<file path="src/rtl/data_fsm_pkg.sv">
// Shared types and widths for the three-word Aurora TX frame generator.
package data_fsm_pkg;

  localparam int unsigned DATA_W = 32;
  localparam int unsigned KEEP_W = 4;
  localparam logic [KEEP_W-1:0] KEEP_ALL = 4'hF;

  typedef enum logic [1:0] {
    IDLE = 2'd0,
    W1   = 2'd1,
    W2   = 2'd2,
    W3   = 2'd3
  } state_t;

endpackage

</file>
<file path="src/rtl/data_fsm_if.sv">
// Frame request inputs and AXI4-Stream-style output bundle for data_fsm.
interface data_fsm_if;
  import data_fsm_pkg::*;

  logic              en;
  logic [DATA_W-1:0] data_1;
  logic [DATA_W-1:0] data_2;
  logic [DATA_W-1:0] data_3;
  logic [DATA_W-1:0] data;
  logic              valid;
  logic              last;
  logic [KEEP_W-1:0] keep;

  // Frame generator side: consumes the request/words, sources the stream.
  modport master (
    input  en, data_1, data_2, data_3,
    output data, valid, last, keep
  );

  // Requester / stream sink side.
  modport slave (
    output en, data_1, data_2, data_3,
    input  data, valid, last, keep
  );

endinterface

</file>
<file path="src/rtl/data_fsm.sv">
// Three-word frame generator; outputs are registered from the next-state decode.
// Build option DATA_FSM_LATCH_EN: capture all three words when the frame is accepted.
module data_fsm
  import data_fsm_pkg::*;
(
  input  logic       clk,
  input  logic       reset,
  data_fsm_if.master bus
);

  state_t            state;
  state_t            state_nxt;
  logic [DATA_W-1:0] data_nxt;
  logic              valid_nxt;
  logic              last_nxt;
  logic [KEEP_W-1:0] keep_nxt;
  logic [DATA_W-1:0] word_2;
  logic [DATA_W-1:0] word_3;

`ifdef DATA_FSM_LATCH_EN
  logic [DATA_W-1:0] word_2_q;
  logic [DATA_W-1:0] word_3_q;

  // Words 2 and 3 are frozen at the accepting edge; word 1 is loaded directly then.
  always_ff @(posedge clk) begin
    if (!reset) begin
      word_2_q <= '0;
      word_3_q <= '0;
    end else if (state == IDLE && bus.en) begin
      word_2_q <= bus.data_2;
      word_3_q <= bus.data_3;
    end
  end

  assign word_2 = word_2_q;
  assign word_3 = word_3_q;
`else
  assign word_2 = bus.data_2;
  assign word_3 = bus.data_3;
`endif

  // State and registered stream outputs.
  always_ff @(posedge clk) begin
    if (!reset) begin
      state     <= IDLE;
      bus.data  <= '0;
      bus.valid <= 1'b0;
      bus.last  <= 1'b0;
      bus.keep  <= '0;
    end else begin
      state     <= state_nxt;
      bus.data  <= data_nxt;
      bus.valid <= valid_nxt;
      bus.last  <= last_nxt;
      bus.keep  <= keep_nxt;
    end
  end

  // Outputs are decoded from the state being entered so they land with it.
  always_comb begin
    state_nxt = state;
    data_nxt  = '0;
    valid_nxt = 1'b0;
    last_nxt  = 1'b0;
    keep_nxt  = '0;
    unique case (state)
      IDLE: begin
        if (bus.en) begin
          state_nxt = W1;
          data_nxt  = bus.data_1;
          valid_nxt = 1'b1;
          keep_nxt  = KEEP_ALL;
        end
      end
      W1: begin
        state_nxt = W2;
        data_nxt  = word_2;
        valid_nxt = 1'b1;
        keep_nxt  = KEEP_ALL;
      end
      W2: begin
        state_nxt = W3;
        data_nxt  = word_3;
        valid_nxt = 1'b1;
        last_nxt  = 1'b1;
        keep_nxt  = KEEP_ALL;
      end
      W3: begin
        state_nxt = IDLE;
      end
      default: begin
        state_nxt = IDLE;
      end
    endcase
  end

endmodule

</file>
<file path="src/flat_wrapper.sv">
// flat-port wrapper written by rule: the top's interface ports become plain ports
module data_fsm_flat import data_fsm_pkg::*;
  (clk, reset, bus_en, bus_data_1, bus_data_2, bus_data_3, bus_data, bus_valid, bus_last, bus_keep);
  data_fsm_if bus_i ();
  input  logic clk;
  input  logic reset;
  input wire logic [$bits(bus_i.en)-1:0] bus_en;
  input wire logic [$bits(bus_i.data_1)-1:0] bus_data_1;
  input wire logic [$bits(bus_i.data_2)-1:0] bus_data_2;
  input wire logic [$bits(bus_i.data_3)-1:0] bus_data_3;
  output wire logic [$bits(bus_i.data)-1:0] bus_data;
  output wire logic [$bits(bus_i.valid)-1:0] bus_valid;
  output wire logic [$bits(bus_i.last)-1:0] bus_last;
  output wire logic [$bits(bus_i.keep)-1:0] bus_keep;
  assign bus_i.en = bus_en;
  assign bus_i.data_1 = bus_data_1;
  assign bus_i.data_2 = bus_data_2;
  assign bus_i.data_3 = bus_data_3;
  assign bus_data = bus_i.data;
  assign bus_valid = bus_i.valid;
  assign bus_last = bus_i.last;
  assign bus_keep = bus_i.keep;
  data_fsm u_core (.clk(clk), .reset(reset), .bus(bus_i));
endmodule
</file>
<file path="config.mk">
export PLATFORM = sky130hd
export DESIGN_NAME = data_fsm_flat
export DESIGN_NICKNAME = d
export VERILOG_FILES = /design/src/rtl/data_fsm_pkg.sv /design/src/rtl/data_fsm_if.sv /design/src/rtl/data_fsm.sv /design/src/flat_wrapper.sv
export SDC_FILE = /design/constraint.sdc
export NUM_CORES = 1
export LEC_CHECK = 0
export BUFFER_PORTS_ARGS = -buffer_cell sky130_fd_sc_hd__buf_2
export CELL_PAD_IN_SITES_DETAIL_PLACEMENT = 0
export CELL_PAD_IN_SITES_GLOBAL_PLACEMENT = 1
export CORE_ASPECT_RATIO = 1.4
export CORE_UTILIZATION = 23
export CTS_BUF_LIST = sky130_fd_sc_hd__clkbuf_2 sky130_fd_sc_hd__clkbuf_4 sky130_fd_sc_hd__clkbuf_8
export CTS_CLUSTER_DIAMETER = 200
export CTS_CLUSTER_SIZE = 24
export DETAILED_ROUTE_END_ITERATION = 10
export PLACE_DENSITY = 0.82
export SYNTH_ARGS = -nofsm -noshare
export SYNTH_HDL_FRONTEND = slang
export SYNTH_SLANG_ARGS = --single-unit
</file>
<file path="constraint.sdc">
create_clock -name clk -period 1.4 [get_ports clk]
set_input_delay 0.07 -clock clk [delete_from_list [all_inputs] [get_ports clk]]
set_output_delay 0.07 -clock clk [all_outputs]
set_load 0.01 [all_outputs]
</file>
Yosys cells after proc, flatten, opt, wreduce, memory -nomap -nowiden:

Index checks and enable logic that the tools add are counted.

* equal/unequal tests: 4
* mux-type cells: 9
* reduce and logical (&&, ||, !) cells: 2

Operators by type and width (number)
* 32-bit one-hot mux with 3 select lines: 1
* 32-bit 2-to-1 mux: 1
* 2-bit one-hot mux with 4 select lines: 1
* 4-bit one-hot mux with 2 select lines: 1
* 2-bit equality test (second input constant): 2
* 4-bit 2-to-1 mux: 1
* 2-bit by 1-bit equality test with 1-bit output (second input constant): 1
* 2-bit logical NOT: 1
* 1-bit 2-to-1 mux: 2
* 2-bit 2-to-1 mux: 1
* 2-bit != test (second input constant): 1
* 1-bit one-hot mux with 2 select lines: 1
* 2-bit OR reduction: 1

* flip-flop bits (word level): 40
* input bits: 99
* output and inout port bits: 38

Depth between registers and ports, before layout:

* word-level depth: 3
* mapped depth: 7
* depth with buffers taken out: 5

Least setup slack after synthesis:

No wires, ideal clock.

* path type: register to register
* from: register u_core.state[0]
* to: register u_core.bus.data[0]
* arrival time: 1.372 ns
* setup slack: -0.099 ns
* cell stages (with the launch flop): 8
* path through: dfxtp_1 > inv_1 > ha_1 > and2_1 > buf_6 > buf_6 > a222oi_1 > nor2_1

* word-level cells in the longest chain between the ends: 2
* elaborated cells between the ends (all ways): 4
* classes of those cells: eq/ne (2); mux (1); reduce/logical (1)

RTL lines
* from (decl): RTL line data_fsm.sv:11 `state_t state;`
* from (signal assigned): RTL line data_fsm.sv:51 `state <= state_nxt;`
* 2-bit equality test, or another cell as far along: RTL line data_fsm.sv:66 `unique case (state)`
* 32-bit one-hot mux with 3 select lines *: RTL line data_fsm.sv:66
* to (signal assigned): RTL line data_fsm.sv:52 `bus.data <= data_nxt;`
* to (decl): RTL line data_fsm_if.sv:17 `output data, valid, last, keep`

Every way passes the cells marked *; elsewhere a longest branch is shown, timed or not.
A chain may end at the register's enable or synchronous reset.

Worst setup path after layout:

* from: register u_core.state[0]
* to: register u_core.bus.data[23]

Same word-level chain as after synthesis.

==> qor.csv <==
metric,value,unit
Ports,137,
CP Data Required Time,1560,ps
hold_sp,bus_data_2[16],
Unique masters post-synth,18,
critical path class,reg2reg,
routed wire length,5.22,mm
reg2reg start,u_core.state[0],
Final Skew,9.68,ps
Post-Synth XOR/XNOR Area,0,%
Synthesized Nets,244,
Max-slew headroom,79.8,%
Seq cells post-synth,36,
Initial Util,24.1,%
Die W,68.7,um
final setup TNS,0,ps
Crit path buffers/inverters,2,
Syn Area/Cell,10.3,um2
fin crit share,98.1,%
Synth Area in Compound Gates,23.6,%
slew at the pin closest to its max-slew limit,303,ps
hold-fix buffers at CTS,0,
"IR drop worst, VDD",0.617,mV
start point of the critical path,u_core.state[0],
layout cells sized above 1,59.6,%
cts bufs inserted,5,
GPL Wtd Cong,0.636,
Synth Area in Adders,5.24,%
core area,0.00595,mm2
# diodes,0,
PnR worst setup slack,26.4,ps
status,"complete, no violations",
Total GRT Usage,14.4,%
"Area growth, synth to finish",69.5,%
Final Max Slew Viols,0,
Non-Filler Instances,350,
"Power, Total",4.54,mW
Setup WS pre-CTS,5.39,ps
DRT Pass-1 Iters,5,
gate count of the mapped netlist,139,
aggregate global routing overflow,0,
power per cell area,1870,mW/mm2
Synth Area in Simple Gates,11.4,%
utilization after layout,40.8,%
post-synthesis sequential area ratio,50.3,%
drt drc,0,
Yosys top cell area share,50.3,%
Post-Syn Area,0.00143,mm2
number of synthesis warnings,0,
"Largest delay share family, worst path",flip-flops,
Leakage,1.26,nW
clock-pin slew on the worst setup and hold paths,80,ps
worst min path class,in2reg,
fmax,0.728,GHz
initial antenna violation count,1,
first-pass GRT wire length,6.91,mm
dpl cell area,0.00219,mm2
worst path cell trace,inv_4 > ha_4 > and2_4 > buf_12 > a222oi_1 > nor2_1,
final setup fails,0,
DR vias/cell,4.86,
nets,384,
CTS root buffer,clkbuf_8,
clk buf depth,2,
Hold WS,14.6,ps
largest net degree at the start of global routing,34,
CP endpoint kind,flop,
vias in the first global route,1563,
largest family of logic cells by synthesized area,compound AO/OA/AOI/OAI gates,
WP data arrival,1540,ps
drt first-iter violations,137,
post-synthesis mux area share,0.699,%
largest area contributor in the netlist,dfxtp_1,
routed len/inst,14.9,um
via count,1702,
largest cells by area after synthesis,"dfxtp_1, a222oi_1, nor2_1",
Die H,95.4,um
MaxCap Viol Count,0,
Final min period,1370,ps
Port Buffers,136,
DRT antenna net count,0,
TritonCTS clock tree,built,
htree depth,2,
# clock sinks,36,
clock latency on the worst-skew pair,280,ps
Post-DP HPWL,3.55,mm
RSZ-0062 raised after global routing,true,
"Hold Vio Cnt, Final",0,
Worst setup SP type,flop,
FILL cells,617,
Core Rows,33,
die area,0.00655,mm2
Post-Layout Inst Area,0.00243,mm2
slowest CP cell,dfxtp_2,
Max stage delay on crit path,350,ps
Inst Count DP,336,
crit path max fanout,7,
==> cells in the mapped netlist <==
| cell | n |
|---|---|
| a21oi_1 | 2 |
| a222oi_1 | 31 |
| a22oi_1 | 1 |
| and2_1 | 2 |
| buf_2 | 1 |
| buf_4 | 4 |
| buf_6 | 4 |
| clkbuf_1 | 10 |
| dfxtp_1 | 36 |
| ha_1 | 6 |
| inv_1 | 2 |
| mux2i_1 | 1 |
| nand2_1 | 1 |
| nand2b_1 | 2 |
| nand3_1 | 1 |
| nor2_1 | 33 |
| nor2b_1 | 1 |
| o211a_1 | 1 |
==> worst min-delay path: cells and delay by family <==
kind	cells	cell delay (ps)
AND/OR/NAND/NOR	1	70
buffers and inverters	1	70
AO/OA/AOI/OAI	1	50
==> registers in the layout, indices dropped and copies added, names as in the netlist <==
name / flops
u_core.bus.data: 32
u_core.bus.keep: 1
u_core.bus.last: 1
u_core.state: 2
==> report_power, final <==
group / internal, mW / total [mW] / switching, mW / leakage [nW]
logic: 1.18 / 2.34 / 1.17 / 0.919
clock network: 0.419 / 0.774 / 0.354 / 0.0479
registers: 1.34 / 1.43 / 0.0903 / 0.297
==> layout by cell type, fill, tap and decap left out, types with 2 or more instances in the layout <==
cell type,count
buf_2,136
dfxtp_1,34
nor2_1,33
a222oi_1,31
buf_4,8
clkbuf_8,6
ha_1,4
clkbuf_16,3
nand2b_1,2
a21oi_1,2
buf_12,2
buf_6,2
dfxtp_2,2
==> logic make-up after synthesis <==
family	after synthesis
AND/OR/NAND/NOR	40
AO/OA/AOI/OAI	35
buffers and inverters	21
adder cells (fa/ha/maj)	6
multiplexers	1
flip-flops	36
==> area by class of cell <==
cell class	instances	area [um2]	share of cell area (%)
inverter	2	10.0	0.412
tap	70	87.6	3.61
timing repair buffer	152	906	37.3
clock buffer	7	90.1	3.71
clock inverter	1	7.51	0.309
sequential	36	723	29.8
multi-input combinational	82	604	24.9
==> routing by layer <==
metal	vias up	global-route usage [%]	routed length (um)
met3	6	3.71	420
li1	814	-	-
met1	796	13.0	1720
met4	0	5.61	80
met2	86	28.8	3000
met5	-	0	0
==> path summary, 6_finish.rpt <==
check	slack, ps	to	cells after the start
min reg2reg	640	u_core.state[0]	2
min	10	u_core.bus.data[16]	3
max	30	u_core.bus.data[23]	6
max reg2reg	30	u_core.bus.data[23]	6
==> repair_timing <==
item,in CTS,in global routing
setup buffers,1,1
gates cloned,1,3
resized for setup,3,5
endpoints found under the setup margin,1,14
endpoints found under the hold margin,0,0
pin swaps,2,11
Note: power is estimated with default switching activity, not from simulation.
